==> config.mk <==
export PLATFORM = sky130hd
export DESIGN_NAME = sprite_motion_ctrl
export DESIGN_NICKNAME = d
export VERILOG_FILES = /design/src/rtl/strum_vga_pkg.sv /design/src/rtl/ps2_key_tracker.sv /design/src/rtl/sprite_motion_ctrl.sv
export SDC_FILE = /design/constraint.sdc
export NUM_CORES = 1
export LEC_CHECK = 0
export CORE_ASPECT_RATIO = 0.5
export CORE_UTILIZATION = 52
export CTS_CLUSTER_DIAMETER = 200
export DETAILED_ROUTE_END_ITERATION = 12
export PLACE_DENSITY = 0.71
export SLEW_MARGIN = 20
export SYNTH_ARGS = -nofsm -noshare
export SYNTH_HDL_FRONTEND = slang
export SYNTH_SLANG_ARGS = --single-unit
==> constraint.sdc <==
create_clock -name clk -period 20.8 [get_ports clk]
set_input_delay 2.08 -clock clk [delete_from_list [all_inputs] [get_ports clk]]
set_output_delay 2.08 -clock clk [all_outputs]
set_load 0.02 [all_outputs]
==> src/rtl/strum_vga_pkg.sv <==
// Shared constants for the VGA overlay: screen geometry, PS/2 scan codes,
// decoder state encoding and key_state bit positions.
package strum_vga_pkg;

    localparam int DEF_SCREEN_W    = 640;
    localparam int DEF_SCREEN_H    = 480;
    localparam int DEF_SPRITE_SIZE = 51;
    localparam int DEF_STEP        = 4;
    localparam int POS_W           = 10;

    localparam logic [7:0] KEY_W     = 8'h1D;
    localparam logic [7:0] KEY_S     = 8'h1B;
    localparam logic [7:0] KEY_A     = 8'h1C;
    localparam logic [7:0] KEY_D     = 8'h23;
    localparam logic [7:0] PS2_BREAK = 8'hF0;
    localparam logic [7:0] PS2_EXT   = 8'hE0;

    localparam int KEY_UP    = 0;
    localparam int KEY_DOWN  = 1;
    localparam int KEY_LEFT  = 2;
    localparam int KEY_RIGHT = 3;

    typedef enum logic [1:0] {
        DEC_IDLE      = 2'd0,
        DEC_BREAK     = 2'd1,
        DEC_EXT       = 2'd2,
        DEC_EXT_BREAK = 2'd3
    } dec_state_t;

    // One-hot key_state bit for a mapped scan code, zero for anything else.
    function automatic logic [3:0] key_onehot(input logic [7:0] code);
        logic [3:0] hit;
        hit = 4'b0000;
        case (code)
            KEY_W:   hit[KEY_UP]    = 1'b1;
            KEY_S:   hit[KEY_DOWN]  = 1'b1;
            KEY_A:   hit[KEY_LEFT]  = 1'b1;
            KEY_D:   hit[KEY_RIGHT] = 1'b1;
            default: hit = 4'b0000;
        endcase
        return hit;
    endfunction

endpackage

==> src/rtl/ps2_key_tracker.sv <==
// PS/2 make/break/extended decoder producing the held-key vector {right,left,down,up}.
//
// state         | meaning
// DEC_IDLE      | waiting for a make code or a prefix byte
// DEC_BREAK     | F0 seen; next byte releases a mapped key
// DEC_EXT       | E0 seen; extended key, never touches key_state
// DEC_EXT_BREAK | E0 F0 seen; next byte is swallowed
module ps2_key_tracker
    import strum_vga_pkg::*;
(
    input  logic       clk,
    input  logic       reset,
    input  logic       scan_done_tick,
    input  logic [7:0] scan_data,
    output logic [3:0] key_state
);

    dec_state_t state_q, state_d;
    logic [3:0] keys_q, keys_d;
    logic [3:0] hit;

    assign hit = key_onehot(scan_data);

    always_comb begin
        state_d = state_q;
        keys_d  = keys_q;
        if (scan_done_tick) begin
            case (state_q)
                DEC_IDLE: begin
                    if (scan_data == PS2_BREAK) begin
                        state_d = DEC_BREAK;
                    end else if (scan_data == PS2_EXT) begin
                        state_d = DEC_EXT;
                    end else begin
                        keys_d = keys_q | hit;
                    end
                end
                DEC_BREAK: begin
                    keys_d  = keys_q & ~hit;
                    state_d = DEC_IDLE;
                end
                DEC_EXT: begin
                    state_d = (scan_data == PS2_BREAK) ? DEC_EXT_BREAK : DEC_IDLE;
                end
                default: begin
                    state_d = DEC_IDLE;
                end
            endcase
        end
    end

    always_ff @(posedge clk or posedge reset) begin
        if (reset) begin
            state_q <= DEC_IDLE;
            keys_q  <= 4'b0000;
        end else begin
            state_q <= state_d;
            keys_q  <= keys_d;
        end
    end

    assign key_state = keys_q;

endmodule

==> src/rtl/sprite_motion_ctrl.sv <==
// Per-frame motion of the two overlay sprites from held PS/2 keys.
// Build option POS_WRAP_EN: sprites wrap around the screen edges instead of clamping.
module sprite_motion_ctrl
    import strum_vga_pkg::*;
#(
    parameter int SCREEN_W    = DEF_SCREEN_W,
    parameter int SCREEN_H    = DEF_SCREEN_H,
    parameter int SPRITE_SIZE = DEF_SPRITE_SIZE,
    parameter int STEP        = DEF_STEP,
    parameter int INIT0_X     = 0,
    parameter int INIT0_Y     = 0,
    parameter int INIT1_X     = 100,
    parameter int INIT1_Y     = 100
) (
    input  logic             clk,
    input  logic             reset,
    input  logic             scan_done_tick,
    input  logic [7:0]       scan_data,
    input  logic             screen_end,
    output logic [POS_W-1:0] sprite0_x,
    output logic [POS_W-1:0] sprite0_y,
    output logic [POS_W-1:0] sprite1_x,
    output logic [POS_W-1:0] sprite1_y,
    output logic [3:0]       key_state,
    output logic             move_pulse
);

    localparam logic signed [10:0] MAX_X_S = 11'(SCREEN_W - SPRITE_SIZE);
    localparam logic signed [10:0] MAX_Y_S = 11'(SCREEN_H - SPRITE_SIZE);
    localparam logic signed [10:0] STEP_S  = 11'(STEP);

    logic             screen_end_q;
    logic             tick;
    logic [POS_W-1:0] s0x_q, s0x_d, s0y_q, s0y_d;
    logic [POS_W-1:0] s1x_q, s1x_d, s1y_q, s1y_d;
    logic             move_q, move_d;

    ps2_key_tracker u_key_tracker (
        .clk            (clk),
        .reset          (reset),
        .scan_done_tick (scan_done_tick),
        .scan_data      (scan_data),
        .key_state      (key_state)
    );

    function automatic logic signed [10:0] to_s(input logic [POS_W-1:0] p);
        return $signed({1'b0, p});
    endfunction

    assign tick = screen_end & ~screen_end_q;

`ifdef POS_WRAP_EN
    // Each coordinate moves a full step on its own and re-enters from the far edge.
    function automatic logic signed [10:0] wrap_step(input logic inc, input logic dec,
                                                     input logic signed [10:0] p,
                                                     input logic signed [10:0] max_v);
        logic signed [10:0] n;
        n = p;
        if (inc && !dec) begin
            n = p + STEP_S;
        end else if (dec && !inc) begin
            n = p - STEP_S;
        end
        if (n < 11'sd0) begin
            n = n + max_v + 11'sd1;
        end else if (n > max_v) begin
            n = n - max_v - 11'sd1;
        end
        return n;
    endfunction

    logic x_active, y_active;

    assign x_active = key_state[KEY_RIGHT] ^ key_state[KEY_LEFT];
    assign y_active = key_state[KEY_DOWN]  ^ key_state[KEY_UP];

    always_comb begin
        s0x_d  = s0x_q;
        s0y_d  = s0y_q;
        s1x_d  = s1x_q;
        s1y_d  = s1y_q;
        move_d = 1'b0;
        if (tick) begin
            s0x_d  = 10'(wrap_step(key_state[KEY_RIGHT], key_state[KEY_LEFT], to_s(s0x_q), MAX_X_S));
            s1x_d  = 10'(wrap_step(key_state[KEY_RIGHT], key_state[KEY_LEFT], to_s(s1x_q), MAX_X_S));
            s0y_d  = 10'(wrap_step(key_state[KEY_DOWN],  key_state[KEY_UP],   to_s(s0y_q), MAX_Y_S));
            s1y_d  = 10'(wrap_step(key_state[KEY_DOWN],  key_state[KEY_UP],   to_s(s1y_q), MAX_Y_S));
            move_d = x_active | y_active;
        end
    end
`else
    // One delta per axis, limited by whichever sprite is closest to the edge it heads for.
    function automatic logic signed [10:0] clamp_delta(input logic inc, input logic dec,
                                                       input logic signed [10:0] p0,
                                                       input logic signed [10:0] p1,
                                                       input logic signed [10:0] max_v);
        logic signed [10:0] lo, hi, room, d;
        lo = (p0 < p1) ? p0 : p1;
        hi = (p0 > p1) ? p0 : p1;
        room = max_v - hi;
        d = 11'sd0;
        if (inc && !dec) begin
            d = (room < STEP_S) ? room : STEP_S;
        end else if (dec && !inc) begin
            d = (lo < STEP_S) ? -lo : -STEP_S;
        end
        return d;
    endfunction

    logic signed [10:0] dx, dy;

    assign dx = clamp_delta(key_state[KEY_RIGHT], key_state[KEY_LEFT],
                            to_s(s0x_q), to_s(s1x_q), MAX_X_S);
    assign dy = clamp_delta(key_state[KEY_DOWN], key_state[KEY_UP],
                            to_s(s0y_q), to_s(s1y_q), MAX_Y_S);

    always_comb begin
        s0x_d  = s0x_q;
        s0y_d  = s0y_q;
        s1x_d  = s1x_q;
        s1y_d  = s1y_q;
        move_d = 1'b0;
        if (tick) begin
            s0x_d  = 10'(to_s(s0x_q) + dx);
            s1x_d  = 10'(to_s(s1x_q) + dx);
            s0y_d  = 10'(to_s(s0y_q) + dy);
            s1y_d  = 10'(to_s(s1y_q) + dy);
            move_d = (dx != 11'sd0) || (dy != 11'sd0);
        end
    end
`endif

    always_ff @(posedge clk or posedge reset) begin
        if (reset) begin
            screen_end_q <= 1'b0;
            s0x_q        <= 10'(INIT0_X);
            s0y_q        <= 10'(INIT0_Y);
            s1x_q        <= 10'(INIT1_X);
            s1y_q        <= 10'(INIT1_Y);
            move_q       <= 1'b0;
        end else begin
            screen_end_q <= screen_end;
            s0x_q        <= s0x_d;
            s0y_q        <= s0y_d;
            s1x_q        <= s1x_d;
            s1y_q        <= s1y_d;
            move_q       <= move_d;
        end
    end

    assign sprite0_x  = s0x_q;
    assign sprite0_y  = s0y_q;
    assign sprite1_x  = s1x_q;
    assign sprite1_y  = s1y_q;
    assign move_pulse = move_q;

endmodule

==> flow_results.xml, run 1 <==
<?xml version="1.0" encoding="UTF-8"?>
<metrics>
  <group name="outcome">
    <metric name="run_status" unit="">finished, final reports clean</metric>
  </group>
  <group name="critical_path">
    <metric name="worstPathArrival" unit="ns">7.34</metric>
    <metric name="critical_path.max_fanout" unit="">25</metric>
    <metric name="setup.worst_path.start_class" unit="">register</metric>
    <metric name="crit_required" unit="ns">21.02</metric>
    <metric name="critical-path-slowest-cell" unit="">sky130_fd_sc_hd__dfstp_2</metric>
    <metric name="endpoint_type_of_the_worst_setup_path" unit="">register</metric>
    <metric name="worst-setup-path-type" unit="">register to register</metric>
    <metric name="cpPeakStageDelay" unit="ns">0.60</metric>
  </group>
  <group name="layout">
    <metric name="n_antenna_cell" unit="">0</metric>
    <metric name="multi_input_area" unit="sq um">3850</metric>
    <metric name="finalNetCount" unit="">796</metric>
    <metric name="drive_gt1_share" unit="%">5.29</metric>
    <metric name="layout.area.seq" unit="sq um">1210</metric>
    <metric name="n_fill_cell" unit="">847</metric>
    <metric name="areaGrowthSynthToFinish" unit="%">15.6</metric>
    <metric name="final_cell_area" unit="sq um">6140</metric>
  </group>
  <group name="placed_design">
    <metric name="gp_congestion" unit="">0.911</metric>
    <metric name="placement.io_buffers" unit="">56</metric>
    <metric name="detailedPlacementHpwl" unit="mm">11.4</metric>
    <metric name="placement.cell_area" unit="sq um">5950</metric>
  </group>
  <group name="logic_synthesis">
    <metric name="synth_nets" unit="">757</metric>
    <metric name="synthFlopType" unit="">sky130_fd_sc_hd__dfrtp_1</metric>
    <metric name="yosysTopAreaCellShare" unit="%">19.8</metric>
    <metric name="ys_seq_area_share" unit="%">22.8</metric>
    <metric name="netlist_area" unit="sq um">5310</metric>
    <metric name="synthDistinctLibCells" unit="">67</metric>
    <metric name="yosys-top-cells-count" unit="">sky130_fd_sc_hd__nand2_1, sky130_fd_sc_hd__o21ai_0, sky130_fd_sc_hd__ha_1</metric>
    <metric name="avgSynthCellArea" unit="sq um">7.82</metric>
    <metric name="syn_inst" unit="">679</metric>
    <metric name="yosys_warnings" unit="">0</metric>
    <metric name="synth-seq-cells" unit="">48</metric>
    <metric name="yosysTopAreaCell" unit="">sky130_fd_sc_hd__dfrtp_1</metric>
    <metric name="synth_most_common_cell" unit="">sky130_fd_sc_hd__nand2_1</metric>
    <metric name="yosys-top-cells-area" unit="">sky130_fd_sc_hd__dfrtp_1, sky130_fd_sc_hd__ha_1, sky130_fd_sc_hd__o21ai_0</metric>
    <metric name="synth-edff-count" unit="">0</metric>
    <metric name="synth-async-reset-ratio" unit="%">100</metric>
  </group>
  <group name="clock_tree">
    <metric name="buffer_count_from_post_cts_setup_fixing" unit="">0</metric>
    <metric name="clock_tree.root_cell" unit="">sky130_fd_sc_hd__clkbuf_16</metric>
    <metric name="clockBufferDepth" unit="">2</metric>
    <metric name="clkSlewWorstSetupHoldPaths" unit="ns">0.07</metric>
    <metric name="htree_levels" unit="">2</metric>
    <metric name="post_cts_resize_count" unit="">0</metric>
    <metric name="cts_tree" unit="">yes</metric>
    <metric name="clk-insertion-delay-late" unit="ns">0.30</metric>
    <metric name="cts.sink_count" unit="">48</metric>
    <metric name="postCtsHoldBufs" unit="">0</metric>
    <metric name="tritoncts.num_buffers" unit="">5</metric>
  </group>
  <group name="global_route">
    <metric name="via_count_of_the_first_global_routing_pass" unit="">4689</metric>
    <metric name="grt_first_pass_wirelength" unit="mm">24.9</metric>
    <metric name="global_route.usage.total" unit="%">29.7</metric>
    <metric name="grt_max_degree" unit="">62</metric>
    <metric name="gr-total-overflow" unit="">0</metric>
    <metric name="antenna_found_initial" unit="">0</metric>
  </group>
  <group name="floorplan">
    <metric name="std_cell_rows" unit="">25</metric>
    <metric name="count_of_pins_on_the_block_boundary" unit="">57</metric>
    <metric name="die_height" unit="um">73.5</metric>
    <metric name="design.core.area" unit="sq um">9670</metric>
    <metric name="design.die.area" unit="sq um">10600</metric>
    <metric name="initial_utilization" unit="%">55.0</metric>
    <metric name="die_x" unit="um">145</metric>
  </group>
  <group name="timing">
    <metric name="setup_tns" unit="ns">0</metric>
    <metric name="setup_repair_after_global_routing_missed_its_margin" unit="">false</metric>
    <metric name="achievable-frequency" unit="MHz">141</metric>
    <metric name="slew_headroom" unit="%">27.5</metric>
    <metric name="tightest_slew" unit="ns">1.07</metric>
    <metric name="period_needed" unit="ns">7.11</metric>
    <metric name="finalSetupViolations" unit="">0</metric>
    <metric name="finalHoldViolCount" unit="">0</metric>
    <metric name="fin_worst_skew" unit="ns">0.00522</metric>
    <metric name="slew_viol_final" unit="">0</metric>
    <metric name="timing.final.crit_share" unit="%">34.2</metric>
  </group>
  <group name="power">
    <metric name="p_clk_share" unit="%">9.7</metric>
    <metric name="vdd.ir_drop.worst" unit="uV">114</metric>
    <metric name="cellInternalPower" unit="mW">0.524</metric>
    <metric name="power-per-cell-area" unit="nW/um^2">182</metric>
    <metric name="switching_share" unit="%">53.0</metric>
    <metric name="seqPwrFrac" unit="%">19.7</metric>
    <metric name="power.static_leakage" unit="nW">2.74</metric>
    <metric name="power.switching" unit="mW">0.592</metric>
    <metric name="p_comb_share" unit="%">70.6</metric>
  </group>
  <group name="routing">
    <metric name="final_antenna_net_count" unit="">0</metric>
    <metric name="firstDrtPassIters" unit="">5</metric>
    <metric name="number_of_design_rule_violations_left_after_detail_routing" unit="">0</metric>
    <metric name="routedWlPerCell" unit="um">17.6</metric>
    <metric name="drt-total-wl" unit="mm">15.0</metric>
    <metric name="route.vias.total" unit="">5085</metric>
    <metric name="detailedRoute.firstIterationViolations" unit="">461</metric>
    <metric name="detail_route.vias_per_cell" unit="">5.96</metric>
  </group>
  <group name="run">
    <metric name="cap_violations" unit="">0</metric>
  </group>
  <group name="min_path">
    <metric name="timing.hold.worst.class" unit="">register to register</metric>
  </group>
</metrics>
layout make-up:
| class | instances | area share (%) |
|---|---|---|
| clock inverter | 2 | 0.978 |
| multi-input combinational | 566 | 62.7 |
| clock buffer | 5 | 2.04 |
| sequential | 48 | 19.7 |
| timing repair buffer | 59 | 9.50 |
| inverter | 38 | 2.32 |
| tap | 135 | 2.75 |
stage by stage:
step                      hold slack, ns  total power [mW]  std cells  util, %  worst slack [ns]
final                              0.523              1.12        853     63.5             13.69
after global placement             0.514             0.992        846     61.6             13.94
after CTS                          0.529              1.11        853     63.5             13.80
after floorplan                    0.478             0.776        679        -             13.99
after global routing               0.555              1.21        853     63.5             13.26
after detailed placement           0.519             0.992        846     61.6             13.84
power by group through the flow:
stage               clock [mW]  combinational [mW]  sequential, mW
floorplan                    0               0.550           0.225
global placement             0               0.773           0.220
detailed placement           0               0.773           0.219
CTS                      0.110               0.779           0.218
global route             0.114               0.867           0.228
finish                   0.108               0.788           0.220
kinds of logic after synthesis:
logic type | after synthesis | share of synthesized area (%)
adder cells (fa/ha/maj) | 66 | 16.1
AO/OA/AOI/OAI | 204 | 24.0
XOR/XNOR | 51 | 8.41
multiplexers | 12 | 2.33
buffers and inverters | 65 | 4.80
flip-flops | 48 | 22.8
AND/OR/NAND/NOR | 233 | 21.5
final timing paths:
| check | from | slack, ns | cells after the start | to |
|---|---|---|---|---|
| setup / recovery | sprite1_x[6]$_DFFE_PP1P_ | 13.69 | 29 | sprite0_x[9]$_DFFE_PP0P_ |
| hold / removal | sprite1_x[5]$_DFFE_PP1P_ | 0.52 | 2 | sprite1_x[5]$_DFFE_PP1P_ |
| setup reg to reg | sprite1_x[6]$_DFFE_PP1P_ | 13.69 | 29 | sprite0_x[9]$_DFFE_PP0P_ |
| hold reg to reg | sprite1_x[5]$_DFFE_PP1P_ | 0.52 | 2 | sprite1_x[5]$_DFFE_PP1P_ |
| max in group asynchronous | reset | 18.07 | 3 | sprite1_x[7]$_DFFE_PP0P_ |
| min in group asynchronous | reset | 2.28 | 3 | sprite1_y[7]$_DFFE_PP0P_ |
critical path, delay by kind of cell (launching register included):
| family | cells | cell delay, ns |
|---|---|---|
| buf+inv | 1 | 0.10 |
| xor+xnor | 1 | 0.16 |
| simple gates | 12 | 3.05 |
| compound gates | 10 | 1.76 |
| fa+ha+maj | 4 | 1.12 |
| flops | 1 | 0.60 |
| mux | 1 | 0.23 |
registers in the layout, indices dropped and copies added (netlist names), named ones only:
register               flops
u_key_tracker.state_q      2
sprite1_y                 10
sprite0_x                 10
sprite1_x                 10
sprite0_y                 10
screen_end_q               1
move_pulse                 1
layer usage:
layer | global-route usage [%] | part of all wire (%) | wire length (um)
met1 | 42.0 | 50 | 7540
met2 | 47.9 | 43 | 6460
met3 | 4.04 | 5.1 | 768
met4 | 7.80 | 1.5 | 228
met5 | 0 | 0 | 0
cells in the final DEF (no fill, tap or decap), types with 4 or more instances in the layout:
master                            count
sky130_fd_sc_hd__a21o_1              20
sky130_fd_sc_hd__a21oi_1             53
sky130_fd_sc_hd__a31oi_1              5
sky130_fd_sc_hd__and2_1               4
sky130_fd_sc_hd__and4_1               4
sky130_fd_sc_hd__clkbuf_16            5
sky130_fd_sc_hd__clkdlybuf4s50_1     56
sky130_fd_sc_hd__dfrtp_1             42
sky130_fd_sc_hd__dfstp_2              6
sky130_fd_sc_hd__fa_1                 4
sky130_fd_sc_hd__ha_1                62
sky130_fd_sc_hd__inv_1               37
sky130_fd_sc_hd__mux2i_1              9
sky130_fd_sc_hd__nand2_1             86
sky130_fd_sc_hd__nand2b_1             6
sky130_fd_sc_hd__nand3_1             17
sky130_fd_sc_hd__nand4_1              4
sky130_fd_sc_hd__nor2_1              46
sky130_fd_sc_hd__nor2b_1             11
sky130_fd_sc_hd__nor3_1              15
sky130_fd_sc_hd__nor3b_1              6
sky130_fd_sc_hd__nor4_1               9
sky130_fd_sc_hd__o211ai_1             7
sky130_fd_sc_hd__o21a_1               4
sky130_fd_sc_hd__o21ai_0             67
sky130_fd_sc_hd__o21bai_1             8
sky130_fd_sc_hd__o22ai_1              4
sky130_fd_sc_hd__or2_2                4
sky130_fd_sc_hd__or4_1                6
sky130_fd_sc_hd__xnor2_1             29
sky130_fd_sc_hd__xor2_1              22
Note: power is estimated with default switching activity, not from simulation.
==> inputs of run 2 (changes only) <==
Settings changed: PLACE_DENSITY 0.71 to 0.74.
Clock period 20.8 ns to 6.3 ns, I/O delays scaled along.
==> flow_results.xml, run 2 (synthesized netlist as in run 1, its figures left out) <==
<?xml version="1.0" encoding="UTF-8"?>
<metrics>
  <group name="global_route">
    <metric name="via_count_of_the_first_global_routing_pass" unit="">5169</metric>
    <metric name="grt_first_pass_wirelength" unit="mm">26.3</metric>
    <metric name="global_route.usage.total" unit="%">31.6</metric>
    <metric name="grt.busiest_layer" unit="">met2</metric>
    <metric name="globalRouteMet2Util" unit="%">51.8</metric>
    <metric name="grt_use_met1" unit="%">44.9</metric>
    <metric name="gr-total-overflow" unit="">0</metric>
    <metric name="met3_usage_grt" unit="%">3.73</metric>
    <metric name="antenna_found_initial" unit="">0</metric>
    <metric name="grt_max_degree" unit="">46</metric>
  </group>
  <group name="clock_tree">
    <metric name="clockBufferDepth" unit="">2</metric>
    <metric name="cts_tree" unit="">yes</metric>
    <metric name="tritoncts.num_buffers" unit="">5</metric>
    <metric name="clk-insertion-delay-late" unit="ns">0.30</metric>
    <metric name="cts.sink_count" unit="">48</metric>
    <metric name="htree_levels" unit="">2</metric>
    <metric name="clkSlewWorstSetupHoldPaths" unit="ns">0.07</metric>
    <metric name="clock_tree.root_cell" unit="">sky130_fd_sc_hd__clkbuf_16</metric>
  </group>
  <group name="layout">
    <metric name="final_common_cell" unit="">sky130_fd_sc_hd__nand2_1</metric>
    <metric name="n_antenna_cell" unit="">0</metric>
    <metric name="n_fill_cell" unit="">787</metric>
    <metric name="layout.cells.most_common_list" unit="">sky130_fd_sc_hd__nand2_1, sky130_fd_sc_hd__buf_4, sky130_fd_sc_hd__o21ai_0</metric>
    <metric name="drive_gt1_share" unit="%">16.7</metric>
    <metric name="finalNetCount" unit="">872</metric>
    <metric name="layout.area.seq" unit="sq um">1210</metric>
    <metric name="areaGrowthSynthToFinish" unit="%">28.0</metric>
    <metric name="multi_input_area" unit="sq um">3970</metric>
  </group>
  <group name="critical_path">
    <metric name="cpPeakStageDelay" unit="ns">0.58</metric>
    <metric name="worst-setup-path-type" unit="">register to register</metric>
    <metric name="regToRegStartpoint" unit="">sprite1_x[5]$_DFFE_PP1P_</metric>
    <metric name="setup.worst_path.start_class" unit="">register</metric>
    <metric name="worstPathArrival" unit="ns">6.34</metric>
    <metric name="endpoint_type_of_the_worst_setup_path" unit="">register</metric>
    <metric name="worst_setup_path_startpoint" unit="">sprite1_x[5]$_DFFE_PP1P_</metric>
    <metric name="crit_required" unit="ns">6.53</metric>
    <metric name="critical_path.max_fanout" unit="">8</metric>
    <metric name="critical-path-slowest-cell" unit="">sky130_fd_sc_hd__dfstp_2</metric>
    <metric name="rrSetupSlack" unit="ns">0.19</metric>
    <metric name="path_common_cell" unit="">sky130_fd_sc_hd__ha_1</metric>
  </group>
  <group name="timing">
    <metric name="slew_headroom" unit="%">47.2</metric>
    <metric name="setup_tns" unit="ns">0</metric>
    <metric name="period_needed" unit="ns">6.11</metric>
    <metric name="slew_viol_final" unit="">0</metric>
    <metric name="finalHoldViolCount" unit="">0</metric>
    <metric name="fin_worst_skew" unit="ns">0.00774</metric>
    <metric name="finalSetupViolations" unit="">0</metric>
    <metric name="hold_slack" unit="ns">0.516</metric>
    <metric name="tightest_slew" unit="ns">0.787</metric>
    <metric name="timing.final.crit_share" unit="%">97.1</metric>
    <metric name="achievable-frequency" unit="MHz">164</metric>
  </group>
  <group name="routing">
    <metric name="final_antenna_net_count" unit="">0</metric>
    <metric name="firstDrtPassIters" unit="">5</metric>
    <metric name="drt-total-wl" unit="mm">16.1</metric>
    <metric name="routedWlPerCell" unit="um">17.3</metric>
    <metric name="number_of_design_rule_violations_left_after_detail_routing" unit="">0</metric>
    <metric name="detail_route.vias_per_cell" unit="">5.89</metric>
    <metric name="detailedRoute.firstIterationViolations" unit="">472</metric>
    <metric name="route.vias.total" unit="">5479</metric>
  </group>
  <group name="floorplan">
    <metric name="design.core.area" unit="sq um">9670</metric>
    <metric name="die_x" unit="um">145</metric>
    <metric name="die_height" unit="um">73.5</metric>
    <metric name="std_cell_rows" unit="">25</metric>
    <metric name="count_of_pins_on_the_block_boundary" unit="">57</metric>
    <metric name="initial_utilization" unit="%">55.0</metric>
    <metric name="design.die.area" unit="sq um">10600</metric>
  </group>
  <group name="min_path">
    <metric name="timing.hold.worst.class" unit="">register to register</metric>
  </group>
  <group name="placed_design">
    <metric name="gp_congestion" unit="">0.962</metric>
    <metric name="detailedPlacementHpwl" unit="mm">12.6</metric>
    <metric name="placement.io_buffers" unit="">56</metric>
  </group>
  <group name="power">
    <metric name="power-per-cell-area" unit="nW/um^2">613</metric>
    <metric name="vdd.ir_drop.worst" unit="uV">330</metric>
    <metric name="power.static_leakage" unit="nW">3.12</metric>
    <metric name="finalPower" unit="mW">4.17</metric>
  </group>
  <group name="run">
    <metric name="cap_violations" unit="">0</metric>
  </group>
  <group name="outcome">
    <metric name="run_status" unit="">finished, final reports clean</metric>
  </group>
</metrics>
[run 2: cell types whose count changed in the layout (fill, tap and decap cells not counted), sizes merged]
cell / change
buf: +76
clkbuf: +2
bufinv: -1
[run 2: critical path: cells and delay by family, from the launching register on]
family          cells  cell delay [ns]
flops               1             0.58
simple gates       13             2.47
compound gates      9             1.46
xor+xnor            1             0.15
buf+inv             3             0.31
mux                 1             0.13
fa+ha+maj           4             0.93
[run 2: power by group]
part	leakage, nW	switching (mW)	internal (mW)
logic	2.43	1.89	1.43
registers	0.609	0.100	0.438
clock network	0.0781	0.134	0.189
[run 2: metrics by stage]
| step | util (%) | cells | worst slack, ns | area [sq um] |
|---|---|---|---|---|
| 2_1_floorplan | - | 679 | -0.0419 | 5330 |
| 3_3_place_gp | 67.0 | 914 | 0.181 | 6480 |
| 3_5_place_dp | 67.0 | 914 | 0.112 | 6480 |
| 4_1_cts | 68.7 | 922 | 0.0823 | 6640 |
| 5_1_grt | 70.4 | 930 | -0.134 | 6800 |
| 6_report | 70.4 | 930 | 0.186 | 6800 |
[run 2: path summary, 6_finish.rpt]
check,end,cells past startpoint
setup / recovery,sprite0_x[9]$_DFFE_PP0P_,31
hold / removal,register,2
setup reg to reg,sprite0_x[9]$_DFFE_PP0P_,31
hold reg to reg,register,2
max in group asynchronous,sprite1_y[6]$_DFFE_PP1P_,3
min in group asynchronous,screen_end_q$_DFF_PP0_,2
[run 2: layout make-up]
class,count,area share [%]
multi-input combinational,566,58.3
sequential,48,17.8
timing repair buffer,135,17.0
tap,135,2.48
inverter,38,2.10
clock buffer,7,1.95
clock inverter,1,0.441
[run 2: repair_timing]
action,CTS,global route
hold buffers,0,0
resized for setup,0,27
buffers inserted,0,8
setup endpoints to repair,0,12
[run 2: per-layer routing]
layer	part of all wire, %	vias up
met2	45	189
met4	1.2	0
met3	6.6	19
li1	-	2683
met5	0	-
met1	48	2588
==> inputs of run 3 (changes only) <==
Settings changed: CTS_CLUSTER_DIAMETER 200 to 80, SYNTH_HIERARCHICAL set to 1.
==> flow_results.xml, run 3 <==
<?xml version="1.0" encoding="UTF-8"?>
<metrics>
  <group name="clock_tree">
    <metric name="clockBufferDepth" unit="">2</metric>
    <metric name="clk-insertion-delay-late" unit="ns">0.30</metric>
    <metric name="clkSlewWorstSetupHoldPaths" unit="ns">0.07</metric>
    <metric name="cts_tree" unit="">yes</metric>
    <metric name="postCtsHoldBufs" unit="">0</metric>
    <metric name="tritoncts.num_buffers" unit="">5</metric>
    <metric name="cts.sink_count" unit="">48</metric>
    <metric name="clock_tree.root_cell" unit="">sky130_fd_sc_hd__clkbuf_16</metric>
    <metric name="htree_levels" unit="">2</metric>
  </group>
  <group name="timing">
    <metric name="fin_worst_skew" unit="ns">0.0117</metric>
    <metric name="slew_headroom" unit="%">55.4</metric>
    <metric name="timing.final.crit_share" unit="%">96.5</metric>
    <metric name="tightest_slew" unit="ns">0.669</metric>
    <metric name="finalSetupViolations" unit="">0</metric>
    <metric name="period_needed" unit="ns">6.08</metric>
    <metric name="slew_viol_final" unit="">0</metric>
    <metric name="achievable-frequency" unit="MHz">164</metric>
    <metric name="finalHoldViolCount" unit="">0</metric>
  </group>
  <group name="critical_path">
    <metric name="rrSetupSlack" unit="ns">0.22</metric>
    <metric name="worst-r2r-cell-count" unit="">27</metric>
    <metric name="path_depth" unit="">27</metric>
    <metric name="critical-path-slowest-cell" unit="">sky130_fd_sc_hd__dfstp_2</metric>
    <metric name="crit_family" unit="">compound AO/OA/AOI/OAI gates</metric>
    <metric name="crit_required" unit="ns">6.48</metric>
    <metric name="worst_r2r_endpoint" unit="">sprite0_y[9]$_DFFE_PP0P_</metric>
    <metric name="cpPeakStageDelay" unit="ns">0.53</metric>
    <metric name="regToRegStartpoint" unit="">sprite1_y[5]$_DFFE_PP1P_</metric>
    <metric name="endpoint_type_of_the_worst_setup_path" unit="">register</metric>
    <metric name="timing.critical_path.buf_inv" unit="">1</metric>
    <metric name="path_common_cell" unit="">sky130_fd_sc_hd__ha_1</metric>
    <metric name="critical_path.max_fanout" unit="">4</metric>
    <metric name="worst-setup-path-type" unit="">register to register</metric>
    <metric name="worstPathArrival" unit="ns">6.26</metric>
    <metric name="setup.worst_path.start_class" unit="">register</metric>
  </group>
  <group name="min_path">
    <metric name="timing.hold.worst.class" unit="">register to register</metric>
    <metric name="hold_path_startpoint" unit="">u_key_tracker/state_q[0]$_DFFE_PP0P_</metric>
    <metric name="min_delay_path_depth" unit="">1</metric>
  </group>
  <group name="power">
    <metric name="power-per-cell-area" unit="nW/um^2">557</metric>
    <metric name="finalPower" unit="mW">3.86</metric>
    <metric name="p_comb_share" unit="%">79.5</metric>
    <metric name="power.static_leakage" unit="nW">3.14</metric>
    <metric name="cellInternalPower" unit="mW">1.93</metric>
    <metric name="power.switching" unit="mW">1.93</metric>
    <metric name="p_clk_share" unit="%">7.5</metric>
    <metric name="vdd.ir_drop.worst" unit="uV">266</metric>
    <metric name="seqPwrFrac" unit="%">13.0</metric>
    <metric name="switching_share" unit="%">50.0</metric>
  </group>
  <group name="logic_synthesis">
    <metric name="synth_nets" unit="">712</metric>
    <metric name="yosys-top-cells-area" unit="">sky130_fd_sc_hd__dfrtp_1, sky130_fd_sc_hd__ha_1, sky130_fd_sc_hd__o21ai_0</metric>
    <metric name="synth-seq-cells" unit="">48</metric>
    <metric name="yosysTopAreaCell" unit="">sky130_fd_sc_hd__dfrtp_1</metric>
    <metric name="yosys-top-cells-count" unit="">sky130_fd_sc_hd__nand2_1, sky130_fd_sc_hd__ha_1, sky130_fd_sc_hd__o21ai_0</metric>
    <metric name="synthDistinctLibCells" unit="">69</metric>
    <metric name="syn_inst" unit="">634</metric>
    <metric name="synth-async-reset-ratio" unit="%">100</metric>
    <metric name="ys_seq_area_share" unit="%">23.1</metric>
    <metric name="netlist_area" unit="sq um">5230</metric>
    <metric name="avgSynthCellArea" unit="sq um">8.24</metric>
    <metric name="yosysTopAreaCellShare" unit="%">20.1</metric>
    <metric name="synth_most_common_cell" unit="">sky130_fd_sc_hd__nand2_1</metric>
    <metric name="yosys_warnings" unit="">6</metric>
    <metric name="synth-edff-count" unit="">0</metric>
    <metric name="synthFlopType" unit="">sky130_fd_sc_hd__dfrtp_1</metric>
  </group>
  <group name="routing">
    <metric name="number_of_design_rule_violations_left_after_detail_routing" unit="">0</metric>
    <metric name="routedWlPerCell" unit="um">17.0</metric>
    <metric name="final_antenna_net_count" unit="">0</metric>
    <metric name="drt-total-wl" unit="mm">15.2</metric>
    <metric name="detailedRoute.firstIterationViolations" unit="">553</metric>
    <metric name="route.vias.total" unit="">5257</metric>
    <metric name="detail_route.vias_per_cell" unit="">5.87</metric>
    <metric name="firstDrtPassIters" unit="">5</metric>
  </group>
  <group name="layout">
    <metric name="finalNetCount" unit="">837</metric>
    <metric name="layout.cells.most_common_list" unit="">sky130_fd_sc_hd__nand2_1, sky130_fd_sc_hd__buf_4, sky130_fd_sc_hd__ha_1</metric>
    <metric name="drive_gt1_share" unit="%">21.7</metric>
    <metric name="layoutNonFillerInstCount" unit="">895</metric>
    <metric name="n_antenna_cell" unit="">0</metric>
    <metric name="fin_util" unit="%">72.0</metric>
    <metric name="areaGrowthSynthToFinish" unit="%">32.3</metric>
    <metric name="final_common_cell" unit="">sky130_fd_sc_hd__nand2_1</metric>
  </group>
  <group name="global_route">
    <metric name="gr-total-overflow" unit="">0</metric>
    <metric name="via_count_of_the_first_global_routing_pass" unit="">4754</metric>
    <metric name="grt_max_degree" unit="">71</metric>
    <metric name="grt_first_pass_wirelength" unit="mm">23.9</metric>
    <metric name="global_route.usage.total" unit="%">29.5</metric>
    <metric name="antenna_found_initial" unit="">0</metric>
  </group>
  <group name="placed_design">
    <metric name="placement.io_buffers" unit="">56</metric>
    <metric name="detailedPlacementHpwl" unit="mm">11.3</metric>
    <metric name="placedCellCount" unit="">879</metric>
    <metric name="gp_congestion" unit="">0.953</metric>
  </group>
  <group name="floorplan">
    <metric name="std_cell_rows" unit="">25</metric>
    <metric name="count_of_pins_on_the_block_boundary" unit="">57</metric>
    <metric name="design.core.area" unit="sq um">9600</metric>
    <metric name="die_height" unit="um">72.9</metric>
    <metric name="die_x" unit="um">144</metric>
    <metric name="initial_utilization" unit="%">54.4</metric>
    <metric name="design.die.area" unit="sq um">10500</metric>
  </group>
  <group name="outcome">
    <metric name="run_status" unit="">finished, final reports clean</metric>
  </group>
  <group name="run">
    <metric name="cap_violations" unit="">0</metric>
  </group>
</metrics>
run 3: area by class of cell:
cell class,count,area (sq um)
Clock buffer,7,143
Clock inverter,1,7.51
Fill cell,774,2690
Inverter,46,173
Multi-Input combinational cell,524,4070
Sequential cell,48,1210
Tap cell,135,169
Timing Repair Buffer,134,1150
run 3: how the worst max path moves through the flow:
stage,to,slack [ns],startpoint
finish,sprite0_y[9]$_DFFE_PP0P_,0.22,sprite1_y[5]$_DFFE_PP1P_
global route,sprite1_y[8]$_DFFE_PP0P_,-0.05,sprite1_y[5]$_DFFE_PP1P_
CTS,sprite0_y[9]$_DFFE_PP0P_,0.02,sprite1_y[2]$_DFFE_PP1P_
detailed placement,sprite0_y[9]$_DFFE_PP0P_,-0.15,sprite1_y[2]$_DFFE_PP1P_
global placement,sprite1_x[9]$_DFFE_PP0P_,0.02,sprite1_x[5]$_DFFE_PP1P_
floorplan,sprite1_x[9]$_DFFE_PP0P_,0.008,sprite1_x[5]$_DFFE_PP1P_
run 3: per-stage QoR:
stage	cell area, sq um	setup TNS [ns]	hold WS [ns]	setup slack, ns
finish	6920	0	0.517	0.220
global route	6920	-0.208	0.547	-0.0500
CTS	6650	0	0.515	0.0179
detailed placement	6460	-0.407	0.501	-0.153
global placement	6460	0	0.501	0.0205
floorplan	5280	0	0.421	0.00768
run 3: kinds of logic after synthesis:
logic type	synth area share (%)
multiplexers	7.52
flip-flops	23.1
buffers and inverters	4.57
XOR/XNOR	7.71
AND/OR/NAND/NOR	20.5
AO/OA/AOI/OAI	20.2
adder cells (fa/ha/maj)	16.4
run 3: power by group through the flow:
| stage | clock (mW) | sequential [mW] | combinational (mW) |
|---|---|---|---|
| 2_1_floorplan | 0 | 0.747 | 1.66 |
| 3_3_place_gp | 0 | 0.504 | 2.74 |
| 3_5_place_dp | 0 | 0.508 | 2.78 |
| 4_1_cts | 0.293 | 0.504 | 2.83 |
| 5_1_grt | 0.301 | 0.513 | 3.32 |
| 6_report | 0.289 | 0.502 | 3.07 |
run 3: layer usage:
layer	vias to the layer above	global-route usage (%)	wire, um
met5	-	0	0
met4	0	6.50	220
met3	19	3.94	974
met2	199	47.3	6850
met1	2495	42.4	7210
li1	2544	-	-
run 3: what timing repair did:
item / CTS / global route
endpoints found under the setup margin: 4 / 9
pin swaps: 2 / 21
endpoints found under the hold margin: 0 / 0
gates resized for setup: 9 / 44
cloned: 0 / 0
setup buffers: 2 / 6
